==> src/rtl/store_buffer.sv <==
// store_buffer: in-order FIFO of committed stores with byte-lane alignment, load forwarding and a valid/ready drain port.
// Define STORE_BUFFER_COALESCE_EN to merge a store into the youngest entry when both hit the same word.
module store_buffer #(
    parameter int DEPTH = 4
) (
    input  logic        clk,
    input  logic        rst,
    input  logic        capture_store,
    input  logic [31:0] store_addr,
    input  logic [31:0] store_data,
    input  logic [3:0]  store_byte_en,
    output logic        sb_full,
    input  logic        load_request,
    input  logic [31:0] load_addr,
    output logic        forward_valid,
    output logic [31:0] forward_data,
    output logic        forward_stall,
    input  logic        flush,
    output logic        flush_done,
    output logic        misaligned_store,
    output logic        mem_wr_valid,
    output logic [31:0] mem_wr_addr,
    output logic [31:0] mem_wr_data,
    output logic [3:0]  mem_wr_byte_en,
    input  logic        mem_wr_ready,
    output logic        sb_empty
);
    localparam int PTR_W = $clog2(DEPTH);
    localparam int CW = PTR_W + 1;
    typedef enum logic {IDLE, WRITE} state_t;
    state_t state, state_nxt;
    logic [29:0] e_word [DEPTH];
    logic [31:0] e_data [DEPTH];
    logic [3:0]  e_be [DEPTH];
    logic [PTR_W-1:0] head, tail, idx;
    logic [CW-1:0] count;
    logic [3:0] be_al;
    logic [31:0] data_al, hit_data;
    logic enq, deq, hit, hit_full, unused_ok;
    assign be_al = store_byte_en << store_addr[1:0];
    assign data_al = store_data << {store_addr[1:0], 3'b000};
    assign sb_full = count == CW'(DEPTH);
    assign sb_empty = count == '0;
    assign flush_done = flush && sb_empty;
    assign deq = mem_wr_valid && mem_wr_ready;
    assign unused_ok = ^load_addr[1:0];
`ifdef STORE_BUFFER_COALESCE_EN
    logic merge;
    logic [PTR_W-1:0] last;
    logic [31:0] lane_mask;
    assign last = tail - PTR_W'(1);
    // The head being presented must stay stable, so it is never a merge target
    assign merge = capture_store && |store_byte_en && !sb_empty && e_word[last] == store_addr[31:2]
                   && !(state == WRITE && last == head);
    assign enq = capture_store && |store_byte_en && !sb_full && !merge;
    always_comb begin
        lane_mask = '0;
        for (int j = 0; j < 4; j++) lane_mask[8*j +: 8] = {8{be_al[j]}};
    end
`else
    assign enq = capture_store && |store_byte_en && !sb_full;
`endif
    always_ff @(posedge clk or negedge rst) begin
        if (!rst) begin
            state <= IDLE;
            head <= '0;
            tail <= '0;
            count <= '0;
            misaligned_store <= 1'b0;
            for (int i = 0; i < DEPTH; i++) begin
                e_word[i] <= '0;
                e_data[i] <= '0;
                e_be[i] <= '0;
            end
        end else begin
            state <= state_nxt;
            misaligned_store <= capture_store && store_byte_en == 4'b0000;
            count <= count + CW'(enq) - CW'(deq);
            if (deq) head <= head + PTR_W'(1);
            if (enq) begin
                e_word[tail] <= store_addr[31:2];
                e_data[tail] <= data_al;
                e_be[tail] <= be_al;
                tail <= tail + PTR_W'(1);
            end
`ifdef STORE_BUFFER_COALESCE_EN
            if (merge) begin
                e_be[last] <= e_be[last] | be_al;
                e_data[last] <= (e_data[last] & ~lane_mask) | (data_al & lane_mask);
            end
`endif
        end
    end
    always_comb begin
        state_nxt = state;
        mem_wr_valid = 1'b0;
        mem_wr_addr = '0;
        mem_wr_data = '0;
        mem_wr_byte_en = '0;
        if (state == IDLE) begin
            state_nxt = sb_empty ? IDLE : WRITE;
        end else begin
            mem_wr_valid = 1'b1;
            mem_wr_addr = {e_word[head], 2'b00};
            mem_wr_data = e_data[head];
            mem_wr_byte_en = e_be[head];
            state_nxt = (!mem_wr_ready || count > CW'(1)) ? WRITE : IDLE;
        end
    end
    // Walk oldest to youngest so the last hit is the youngest matching entry
    always_comb begin
        hit = 1'b0;
        hit_full = 1'b0;
        hit_data = '0;
        idx = '0;
        for (int i = 0; i < DEPTH; i++) begin
            idx = head + PTR_W'(i);
            if (CW'(i) < count && e_word[idx] == load_addr[31:2]) begin
                hit = 1'b1;
                hit_full = e_be[idx] == 4'hF;
                hit_data = e_data[idx];
            end
        end
    end
    assign forward_valid = load_request && hit && hit_full;
    assign forward_stall = load_request && hit && !hit_full;
    assign forward_data = forward_valid ? hit_data : '0;
endmodule

==> config.mk <==
export PLATFORM = sky130hd
export DESIGN_NAME = store_buffer
export DESIGN_NICKNAME = d
export VERILOG_FILES = /design/src/rtl/store_buffer.sv
export SDC_FILE = /design/constraint.sdc
export NUM_CORES = 1
export LEC_CHECK = 0
export CORE_MARGIN = 4
export CORE_UTILIZATION = 50
export DETAILED_ROUTE_END_ITERATION = 7
export PLACE_DENSITY = 0.82
export SKIP_LAST_GASP = 1
export SLEW_MARGIN = 40
export SYNTH_ARGS = -nofsm -noshare
export SYNTH_HDL_FRONTEND = slang
export SYNTH_SLANG_ARGS = --single-unit
==> constraint.sdc <==
create_clock -name clk -period 5.45 [get_ports clk]
set_input_delay 1.09 -clock clk [delete_from_list [all_inputs] [get_ports clk]]
set_output_delay 1.09 -clock clk [all_outputs]
set_load 0.005 [all_outputs]
# [Word-level counts from Yosys, hierarchy flattened]
# Cells that the tools add are included.
# W data, S select, Z words.
[totals] regBits=273 inputBits=106 wordCells=135
[classes] eq_ne=9 muxes=65 n_bitwise=5 addsub=6 reduce_logical=20 n_shift=2 order_cmp=11
[ops] operator="$mux W32" n=16
[ops] operator="$mux W30" n=9
[ops] operator="$bmux W32 S2" n=4
[ops] operator="$bmux W30 S2" n=4
[ops] operator="$bwmux W128" n=1
[ops] operator="$bwmux W120" n=1
[ops] operator="$eq A30 B30 Y1" n=4
[ops] operator="$demux W32 S2" n=1
[ops] operator="$demux W30 S2" n=1
[ops] operator="$mux W4" n=10
[ops] operator="$bmux W4 S2" n=4
[ops] operator="$shl A32 B5 Y32" n=1
[ops] operator="$bwmux W16" n=1
[ops] operator="$eq A4 B4 Y1 const B" n=4
[ops] operator="$ge A3 B3 Y1 const B" n=5
[ops] operator="$not A2 Y3" n=5
[ops] operator="$logic_and A1 B1 Y1" n=13
[ops] operator="$mux W1" n=12
[ops] operator="$demux W4 S2" n=1
[ops] operator="$lt A1 B3 Y1 const A" n=2
[ops] operator="$lt A2 B3 Y1 const A" n=2
[ops] operator="$add A2 B1 Y2 const B" n=2
[ops] operator="$add A2 B2 Y2 const B" n=2
[ops] operator="$logic_not A4 Y1" n=1
[ops] operator="other kinds (10)" n=12

# [Depth between registers and ports, before layout]
# Gate-level depths: netlist of run 1.
[depth] word_depth=13 depth_mapped=17 ltp_nobuf=12

# [Worst setup path after synthesis of run 1]
# OpenSTA, ideal clock, no wires.
[synth_path] kind="input-to-output" start="in load_addr[30]" end="out forward_data[21]" path_slack_ns=0.832 t_required_ns=4.360 t_arrival_ns=3.528 path_stages=12 path_cell_list="clkbuf_1 > xor2_1 > a21oi_1 > a211o_1 > or4_4 > a311o_1 > buf_6 > nor2_4 > o2111ai_4 > clkinv_2 > buf_6 > o2111a_1"
[synth_between] elab_chain_cells=9 elab_cells_between_ends=23 cone_classes="eq/ne: 4; mux: 13; reduce/logical: 6"
[synth_rtl] item="start: declaration" line_no="14" text="input logic [31:0] load_addr,"
[synth_rtl] item="$eq A30 B30 Y1" line_no="118" text="if (CW'(i) < count && e_word[idx] == load_addr[31:2]) begin"
[synth_rtl] item="$logic_and A1 B1 Y1" line_no="118"
[synth_rtl] item="$mux W1 (4 in series)" line_no="118"
[synth_rtl] item="$logic_and A1 B1 Y1" line_no="125" text="assign forward_valid = load_request && hit && hit_full;"
[synth_rtl] item="$logic_and A1 B1 Y1 *" line_no="125"
[synth_rtl] item="named net forward_valid" line_no="15" text="output logic forward_valid,"
[synth_rtl] item="$mux W32 *" line_no="127" text="assign forward_data = forward_valid ? hit_data : '0;"
[synth_rtl] item="end: declaration" line_no="16" text="output logic [31:0] forward_data,"
# The timed path passes the listed nets; every way through them passes the cells marked *.

# [Worst setup path after layout of run 1]
[layout_path] start="in load_addr[12]" end="out forward_data[16]"
[layout_between] elab_chain_cells=9 elab_cells_between_ends=23 cone_classes="eq/ne: 4; mux: 13; reduce/logical: 6"
[layout_rtl] item="$eq A30 B30 Y1" line_no="118"
[layout_rtl] item="$logic_and A1 B1 Y1" line_no="118"
[layout_rtl] item="$mux W1 (4 in series)" line_no="118"
[layout_rtl] item="$logic_and A1 B1 Y1 (2 in series)" line_no="125"
[layout_rtl] item="$mux W32 *" line_no="127"
# Mark *: on every way between the ends. The rest lies on a longest branch, timed or not.

==> results of run 1 <==
==> worst max path at each step <==
stage | end | depth (start not counted)
after floorplan | forward_data[21] | 12
after global placement | forward_data[28] | 14
after detailed placement | forward_data[1] | 14
after CTS | forward_data[1] | 14
after global routing | forward_data[16] | 18
final | forward_data[16] | 15
==> layout make-up <==
cell class / instances / area (sq um)
Inverter: 23 / 98.8
Antenna cell: 1 / 2.50
Sequential cell: 273 / 6840
Timing Repair Buffer: 438 / 4150
Clock buffer: 47 / 960
Clock inverter: 13 / 234
Fill cell: 2755 / 12900
Tap cell: 511 / 639
Multi-Input combinational cell: 1430 / 12100
==> metal layers <==
metal | GRT usage [%] | vias to the layer above
met1 | 42.5 | 8810
met5 | 0 | -
met3 | 5.05 | 193
met2 | 51.7 | 1051
met4 | 12.3 | 0
li1 | - | 7655
==> placed cells by master (no fill, tap or decap), types with 10 or more instances in the layout <==
cell type	netlist	routed
a211o_1	32	32
a211oi_1	44	44
a21oi_1	63	63
a221oi_1	33	32
and2_1	28	27
buf_12	2	24
buf_2	25	21
buf_4	11	188
clkbuf_16	0	35
clkdlybuf4s50_1	0	167
dfrtp_1	273	271
dlymetal6s2s_1	0	10
inv_1	20	20
mux2_2	238	237
mux2i_1	262	226
mux2i_2	4	27
mux2i_4	2	15
mux4_2	20	20
nand2_1	140	136
nand4_1	15	15
nor2_1	119	118
nor2b_1	12	12
nor3_1	18	16
o2111a_1	30	29
o21ai_0	115	115
o221ai_1	15	14
o22a_1	17	17
o22ai_1	12	12
xnor2_1	89	81
xor2_1	10	10
==> power groups by stage <==
stage / clock network [W] / registers [W] / logic [W]
6_report: 0.00245 / 0.00391 / 0.0108
3_5_place_dp: 0 / 0.00382 / 0.00977
3_3_place_gp: 0 / 0.00371 / 0.00952
4_1_cts: 0.00246 / 0.00384 / 0.0101
5_1_grt: 0.00255 / 0.00402 / 0.0114
2_1_floorplan: 0 / 0.00353 / 0.00616
==> registers in the layout (all words and copies together), names as in the netlist <==
signal	count
state	1
head	2
misaligned_store	1
count	3
e_data	128
e_be	16
tail	2
e_word	120
==> metrics by stage <==
stage	power, W	setup TNS [ps]	std cells	hold slack [ps]
after floorplan	0.00969	0	1906	459
after global placement	0.0132	-14250	2638	476
after detailed placement	0.0136	-13840	2638	491
after CTS	0.0164	-9950	2706	504
after global routing	0.0180	-3810	2736	425
final	0.0172	-1920	2736	406
==> worst max-delay path: cells and delay by family <==
| family | cells | cell delay [ps] |
|---|---|---|
| buf+inv | 7 | 1300 |
| compound gates | 4 | 990 |
| xor+xnor | 1 | 190 |
| simple gates | 3 | 960 |
==> cell families (layout without fill, tap and decap cells) <==
family                     Yosys count  count (layout)  share of synthesized area (%)
xor gates and xnor gates            99              99                           4.48
DFF                                273             273                           35.3
other                                1               3                         0.0194
muxes                              527             527                           30.3
adders and majority gates            9               9                          0.621
and+or+nand+nor                    376             376                           8.94
AOI/OAI and AO/OA                  417             417                           15.5
buffers and inverters              203             521                           4.84
==> what timing repair did <==
action | CTS | global route
pin swaps | 2 | 22
setup buffers | 6 | 28
gates cloned | 2 | 1
gates resized for setup | 58 | 152
setup endpoints to repair | 34 | 34
==> flow_metrics.tcl, run 1 <==
set metrics [dict create \
    max_slew_margin_pct 45.6 \
    rows 71 \
    worstSetupStartpoint "load_addr[12]" \
    worst_setup_path_end_kind "primary output" \
    core_area_sq_um 37900 \
    cts_buffers 34 \
    slowest_stage "or4_4" \
    power.share.switching_pct 42.3 \
    critPathMaxStageDelay_ps 580 \
    path_max_fanout 5 \
    die_w_um 205 \
    synth-edff-count 0 \
    power_frac_seq_pct 22.8 \
    globalRouteOverflowTotal 0 \
    drv_slew 0 \
    clkTransAtPathRegs_ps 60 \
    finalSetupViolCount 24 \
    drive_gt1_share_pct 29.7 \
    met3WireLength_mm 6.57 \
    r2r_cells 6 \
    first_pass_iters 5 \
    initial_core_util_pct 51.0 \
    vias_per_cell 6.47 \
    die_area_sq_um 41900 \
    synthCells 1905 \
    pre_cts_slack_ps -450 \
    p_clk_share_pct 14.3 \
    cts_tree "done" \
    fin_crit_sh_pct 103 \
    fmax_mhz 178 \
    rsz0062_at_grt "yes" \
    met2WireLength_mm 32.9 \
    route.detailed.drc 0 \
    fin_ws_ps -172 \
    fin_area_sq_um 25000 \
    status "complete, but fails checks" \
    top_layer_used "met4" \
    num_vias 17700 \
    hold_class "primary input to async pin" \
    finalCriticalPeriod_ps 5620 \
    ys_types 74 \
    synthFlopType "dfrtp_1" \
    regToRegSetupSlack_ps 2790 \
    start_kind "primary input" \
    yosysTopAreaCell "dfrtp_1" \
    drtAntennaViolNets 0 \
    ys_ff_latch 273 \
    wl_per_cell_um 25.5 \
    criticalPathCategory "primary input to primary output" \
    io_buffer_count 208 \
    cts-root-buf "clkbuf_16" \
    p_switching_w 0.00726 \
    finClkSkew_ps 27.4 \
    violations "negative setup slack" \
    combPwrFrac_pct 63.0 \
    routed_wl_mm 69.8 \
    grt_pass1_vias 17600 \
    antenna_found_initial 1 \
    cts_max_path_buffers 3 \
    crit_top_cell "buf_4" \
    timing.rr.start "count[2]$_DFF_PN0_" \
    die_y_um 205 \
    mappedNetlistArea_sq_um 19300 \
    track_usage_pct 31.6 \
    ir_drop_uv 322 \
    synth_top_area_share_pct 35.3 \
    ys_seq_area_share_pct 35.3 \
    ctsHtreeMaxLevel 2 \
    place_congestion 0.943 \
    area_growth_pct 29.2 \
    io_pins 213 \
    crit_arrival_ps 4530 \
    wl_met1_mm 27.3 \
    dpl_cell_area_sq_um 23000 \
    hpwl_mm 47.1 \
    drt_iter0_markers 1874 \
    cts_hold_buf 0 \
    grt_pass1_wl_mm 104 \
    worstPathCellList "clkdlybuf4s50_1, buf_4, xnor2_2, nor3_1, o211ai_1, or4_4, a311o_2, nor2_4, o2111ai_4, clkinv_4, buf_4, buf_6, buf_4, o2111a_1, clkbuf_2" \
    tightest_slew_ps 816 \
    synth_common_cells "dfrtp_1, mux2i_1, mux2_2" \
    insertion_delay_ps 550 \
    synthArstFlopShare_pct 100 \
    p_leak_nw 11.0 \
    power.density_nw_per_um2 687 \
    yosys_warnings 0 \
    clock-sinks 273 \
    critPathRequiredTime_ps 4360 \
    hold_viol_final 0 \
    r2r_end "e_data[121]$_DFFE_PN0P_" \
    yosysMostFrequentCell "dfrtp_1" \
    final_util_pct 65.9 \
    internal-power_w 0.00991 \
    nNetsFinal 2315 \
    grt_max_degree 111 \
    maxCapViolations 0 \
    avgSynthCellArea_sq_um 10.2 \
    ys_top_cells_by_area "dfrtp_1, mux2_2, mux2i_1, xnor2_1, o21ai_0" \
]
(Power assumes the default switching activity.)
==> run 2: changes to the inputs <==
--- a/config.mk
+++ b/config.mk
@@ -9,6 +9,7 @@
 export CORE_UTILIZATION = 50
 export DETAILED_ROUTE_END_ITERATION = 7
 export PLACE_DENSITY = 0.82
+export RECOVER_POWER = 50
 export SKIP_LAST_GASP = 1
 export SLEW_MARGIN = 40
 export SYNTH_ARGS = -nofsm -noshare
==> flow_metrics.tcl, run 2 (synthesized netlist as in run 1, its figures left out) <==
set metrics [dict create \
    rows 71 \
    first_pass_iters 6 \
    layout_common_cells "dfrtp_1, mux2_2, mux2i_1, buf_4, clkdlybuf4s50_1" \
    io_pins 213 \
    power.density_nw_per_um2 689 \
    vias_per_cell 6.49 \
    core_area_sq_um 37900 \
    insertion_delay_ps 550 \
    violations "max-capacitance violations, max-slew violations, negative setup slack" \
    finClkSkew_ps 26.1 \
    die_y_um 205 \
    fin_crit_sh_pct 103 \
    r2r_end "e_data[121]$_DFFE_PN0P_" \
    fmax_mhz 178 \
    grt_pass1_vias 17600 \
    track_usage_pct 31.6 \
    hold_class "flip-flop to flip-flop" \
    critPathMaxStageDelay_ps 580 \
    path_max_fanout 7 \
    regToRegSetupSlack_ps 1780 \
    hold_viol_final 0 \
    cts_max_path_buffers 3 \
    max_slew_margin_pct -83.4 \
    num_vias 17800 \
    drive_gt1_share_pct 29.5 \
    start_kind "primary input" \
    fillCellCount 2771 \
    hold_depth 2 \
    crit_arrival_ps 4530 \
    ir_drop_uv 322 \
    worstPathCellList "clkdlybuf4s50_1, buf_4, xnor2_2, nor3_1, o211ai_1, or4_4, a311o_2, nor2_4, o2111ai_4, clkinv_4, buf_4, buf_4, clkbuf_16, o2111a_1, buf_2" \
    p_leak_nw 10.9 \
    cts-root-buf "clkbuf_16" \
    drv_slew 332 \
    stdcell_count 2736 \
    largest_register_ffs 128 \
    cts_hold_buf 0 \
    cts_tree "done" \
    globalRouteOverflowTotal 0 \
    ctsHtreeMaxLevel 2 \
    place_congestion 0.943 \
    critPathRequiredTime_ps 4360 \
    final_util_pct 65.7 \
    route.detailed.drc 0 \
    fin_ws_ps -172 \
    nNetsFinal 2315 \
    criticalPathCategory "primary input to primary output" \
    drtAntennaViolNets 0 \
    regMostFlops "e_data" \
    min_from "e_data[35]$_DFFE_PN0P_" \
    cp.buffers_inverters 7 \
    r2r_cells 6 \
    rsz0062_at_grt "yes" \
    die_w_um 205 \
    maxCapViolations 6 \
    path_delay_family "buffers and inverters" \
    reg.largest.list "e_data x128, e_word x120, e_be x16" \
    tightest_slew_ps 2750 \
    crit_top_cell "buf_4" \
    placed_cells 2638 \
    initial_core_util_pct 51.0 \
    cts_buffers 34 \
    clock-sinks 273 \
    io_buffer_count 208 \
    ff_latch_area_sq_um 6840 \
    drt_iter0_markers 1704 \
    finalCriticalPeriod_ps 5620 \
    status "complete, but fails checks" \
    antenna_found_initial 1 \
    grt_pass1_wl_mm 104 \
    die_area_sq_um 41900 \
    area_growth_pct 28.8 \
    hpwl_mm 47.1 \
    whs_endpoint "e_data[35]$_DFFE_PN0P_" \
    grt_max_degree 111 \
    routed_wl_mm 70.0 \
    finalSetupViolCount 23 \
    clkTransAtPathRegs_ps 60 \
    multi_input_area_sq_um 12000 \
    final_common_cell "dfrtp_1" \
    timing.rr.start "count[2]$_DFF_PN0_" \
    slowest_stage "or4_4" \
    worst_setup_path_end_kind "primary output" \
    wl_per_cell_um 25.6 \
]
==> run 2: layout make-up <==
| type | count | area share (%) |
|---|---|---|
| repair buffers | 438 | 16.4 |
| well taps | 511 | 2.57 |
| diodes | 1 | 0.0100 |
| clock inverters | 13 | 0.939 |
| multi-input cells | 1430 | 48.4 |
| inverters | 23 | 0.397 |
| clock buffers | 47 | 3.85 |
| flip-flops and latches | 273 | 27.4 |
==> run 2: where the power goes <==
part           leakage (nW)  switching, W  internal, W  total [W]
logic                  6.98       0.00542      0.00540     0.0108
clock network         0.587      0.000929      0.00152    0.00245
registers              3.36      0.000920      0.00299    0.00391
==> run 2: worst register-to-register path, cell delays in order, from the launching register on <==
cell     delay, ps
dfrtp_1        440
inv_1          110
nor3_1         300
nor2_1         250
nand2_1       1460
buf_4          580
mux2_2         410
==> run 2: metal layers <==
layer	global-route usage [%]	vias to the layer above	share of wire, %
met5	0	-	0
met2	51.7	1092	47
met3	5.05	213	9.3
met1	42.5	8793	39
met4	12.3	0	4.6
li1	-	7664	-
==> run 2: through the flow <==
| step | cell area, sq um | power [W] | setup slack, ps | hold slack (ps) | setup TNS [ps] |
|---|---|---|---|---|---|
| finish | 24900 | 0.0172 | -172 | 501 | -1980 |
| global route | 24900 | 0.0179 | -240 | 537 | -5090 |
| CTS | 24400 | 0.0164 | -365 | 504 | -9950 |
| detailed placement | 23000 | 0.0136 | -450 | 491 | -13840 |
| global placement | 22900 | 0.0132 | -462 | 476 | -14250 |
| floorplan | 19400 | 0.00969 | 832 | 459 | 0 |
==> run 2: worst max-delay path by stage <==
| stage | slack (ps) | end | from | cells after the start |
|---|---|---|---|---|
| global placement | -460 | forward_data[28] | load_addr[18] | 14 |
| global route | -240 | forward_data[16] | head[1]$_DFFE_PN0P_ | 18 |
| CTS | -360 | forward_data[1] | head[1]$_DFFE_PN0P_ | 14 |
| finish | -170 | forward_data[12] | load_addr[12] | 15 |
| detailed placement | -450 | forward_data[1] | load_addr[20] | 14 |
| floorplan | 830 | forward_data[21] | load_addr[30] | 12 |
==> run 2: repair_timing <==
action	4_1_cts	5_1_grt
buffers inserted	6	28
endpoints found under the setup margin	34	34
pin swaps	2	22
resized for setup	58	152
gates cloned	2	1
==> run 3: changes to the inputs <==
--- a/config.mk
+++ b/config.mk
@@ -5,10 +5,9 @@
 export SDC_FILE = /design/constraint.sdc
 export NUM_CORES = 1
 export LEC_CHECK = 0
-export CORE_MARGIN = 4
-export CORE_UTILIZATION = 50
+export CORE_UTILIZATION = 55
 export DETAILED_ROUTE_END_ITERATION = 7
-export PLACE_DENSITY = 0.82
+export PLACE_DENSITY = 0.88
 export RECOVER_POWER = 50
 export SKIP_LAST_GASP = 1
 export SLEW_MARGIN = 40
==> flow_metrics.tcl, run 3 (synthesized netlist as in run 1, its figures left out) <==
set metrics [dict create \
    num_vias 18000 \
    fin_area_sq_um 24500 \
    tightest_slew_ps 3080 \
    hold_viol_final 0 \
    final_common_cell "dfrtp_1" \
    antenna_found_initial 5 \
    layout_common_cells "dfrtp_1, mux2i_1, mux2_2, clkdlybuf4s50_1, buf_4" \
    cts-root-buf "clkbuf_16" \
    multi_input_area_sq_um 12000 \
    critPathRequiredTime_ps 4360 \
    fin_crit_sh_pct 108 \
    cts_max_path_buffers 3 \
    violations "max-capacitance violations, max-slew violations, negative setup slack" \
    place_congestion 0.981 \
    fmax_mhz 171 \
    finalCriticalPeriod_ps 5860 \
    clkTransAtPathRegs_ps 70 \
    p_switching_w 0.00724 \
    worst_setup_path_end_kind "primary output" \
    nNetsFinal 2302 \
    ff_latch_area_sq_um 6840 \
    start_kind "flip-flop" \
    largest_register_ffs 128 \
    maxCapViolations 6 \
    grt_pass1_wl_mm 105 \
    combPwrFrac_pct 63.8 \
    clock-sinks 273 \
    finClkSkew_ps 18.3 \
    first_pass_iters 6 \
    core_area_sq_um 34500 \
    min_from "e_data[116]$_DFFE_PN0P_" \
    regMostFlops "e_data" \
    wl_per_cell_um 26.4 \
    route.detailed.drc 0 \
    rsz0062_at_grt "yes" \
    globalRouteOverflowTotal 0 \
    dpl_cell_area_sq_um 22900 \
    timing.rr.start "count[2]$_DFF_PN0_" \
    drv_slew 332 \
    internal-power_w 0.00941 \
    max_slew_margin_pct -106 \
    die_area_sq_um 35900 \
    io_buffer_count 208 \
    regToRegSetupSlack_ps 1840 \
    io_pins 213 \
    power.share.switching_pct 43.5 \
    hold_class "flip-flop to flip-flop" \
    status "complete, but fails checks" \
    hold_depth 2 \
    grt_max_degree 99 \
    insertion_delay_ps 610 \
    die_y_um 190 \
    fillCellCount 2312 \
    r2r_cells 6 \
    vias_per_cell 6.75 \
    drtAntennaViolNets 0 \
    power_frac_seq_pct 23.4 \
    die_w_um 190 \
    p_leak_nw 10.6 \
    cts_buffers 31 \
    hpwl_mm 47.1 \
    criticalPathCategory "flip-flop to primary output" \
    final_util_pct 71.0 \
    cts_tree "done" \
    r2r_end "e_data[86]$_DFFE_PN0P_" \
    area_growth_pct 26.8 \
    track_usage_pct 37.7 \
    crit_arrival_ps 4770 \
    finalSetupViolCount 33 \
    reg.largest.list "e_data x128, e_word x120, e_be x16" \
    fin_ws_ps -413 \
    path_max_fanout 13 \
    power.density_nw_per_um2 678 \
    whs_endpoint "e_data[116]$_DFFE_PN0P_" \
    drive_gt1_share_pct 27.3 \
    ctsHtreeMaxLevel 1 \
    initial_core_util_pct 56.0 \
    grt_pass1_vias 18000 \
    drt_iter0_markers 2245 \
    ir_drop_uv 455 \
    routed_wl_mm 70.4 \
    rows 68 \
    p_clk_share_pct 12.8 \
]
## run 3: cell count changes in the layout (fill, tap and decap cells not counted), moves of 4 or more
| cell | previous run | this run |
|---|---|---|
| bufinv_16 | 6 | 2 |
| dlymetal6s2s_1 | 10 | 3 |
| buf_6 | 9 | 14 |
| mux2i_4 | 15 | 8 |
| buf_12 | 23 | 18 |
| buf_2 | 21 | 3 |
| mux2i_1 | 226 | 240 |
| mux2i_2 | 27 | 20 |
| buf_4 | 186 | 175 |
| clkdlybuf4s50_1 | 164 | 195 |
| clkbuf_2 | 10 | 5 |
## run 3: area by class of cell
type / instances / share of cell area (%)
multi-input combinational: 1430 / 48.7
inverter: 23 / 0.382
sequential: 273 / 27.9
tap: 455 / 2.32
clock inverter: 9 / 0.469
timing repair buffer: 428 / 16.6
antenna: 3 / 0.0306
clock buffer: 46 / 3.64
## run 3: per-layer routing
layer  track usage (%)  vias up  part of all wire (%)
met1              48.7     8802                    38
li1                  -     7613                     -
met2              62.1     1267                    47
met5                 0        -                     0
met4              18.1        0                   5.9
met3              5.74      330                   9.8
## run 3: worst max path at each step
| stage | start | endpoint | cells after the start |
|---|---|---|---|
| final | head[1]$_DFFE_PN0P_ | forward_data[5] | 13 |
| after global routing | head[1]$_DFFE_PN0P_ | forward_data[20] | 15 |
| after CTS | head[1]$_DFFE_PN0P_ | forward_data[2] | 15 |
| after detailed placement | load_addr[14] | forward_data[2] | 11 |
| after global placement | load_addr[14] | forward_data[2] | 11 |
| after floorplan | load_addr[30] | forward_data[21] | 12 |
## run 3: power groups by stage
stage / Combinational (W) / Sequential, W / Clock (W)
after floorplan: 0.00616 / 0.00353 / 0
after global placement: 0.00950 / 0.00367 / 0
after detailed placement: 0.00980 / 0.00381 / 0
after CTS: 0.0102 / 0.00382 / 0.00212
after global routing: 0.0111 / 0.00400 / 0.00221
final: 0.0106 / 0.00390 / 0.00213
## run 3: repair_timing
item,4_1_cts,5_1_grt
hold buffers,0,0
pin swaps,6,11
cloned,1,3
gates resized for setup,66,45
buffers inserted,10,8
endpoints found under the setup margin,34,34
## run 3: worst max-delay path, stage by stage (launching register included)
cell and delay, ps:
dfrtp_4 490, buf_6 220, mux4_2 580, xnor2_2 200
nand4_1 130, a211o_1 310, nor4_2 200, buf_4 180
nand4_1 170, and2_4 310, buf_12 180, a221oi_1 370
o2111a_1 300, clkdlybuf4s50_1 510
## run 3: metrics by stage
step | hold slack [ps] | instances | setup WS (ps) | setup TNS [ps] | total power (W)
floorplan | 459 | 1906 | 832 | 0 | 0.00969
global placement | 479 | 2586 | -482 | -14310 | 0.0132
detailed placement | 494 | 2587 | -474 | -13930 | 0.0136
CTS | 422 | 2653 | -263 | -6650 | 0.0161
global route | 540 | 2666 | -458 | -27440 | 0.0174
finish | 508 | 2667 | -413 | -9770 | 0.0166
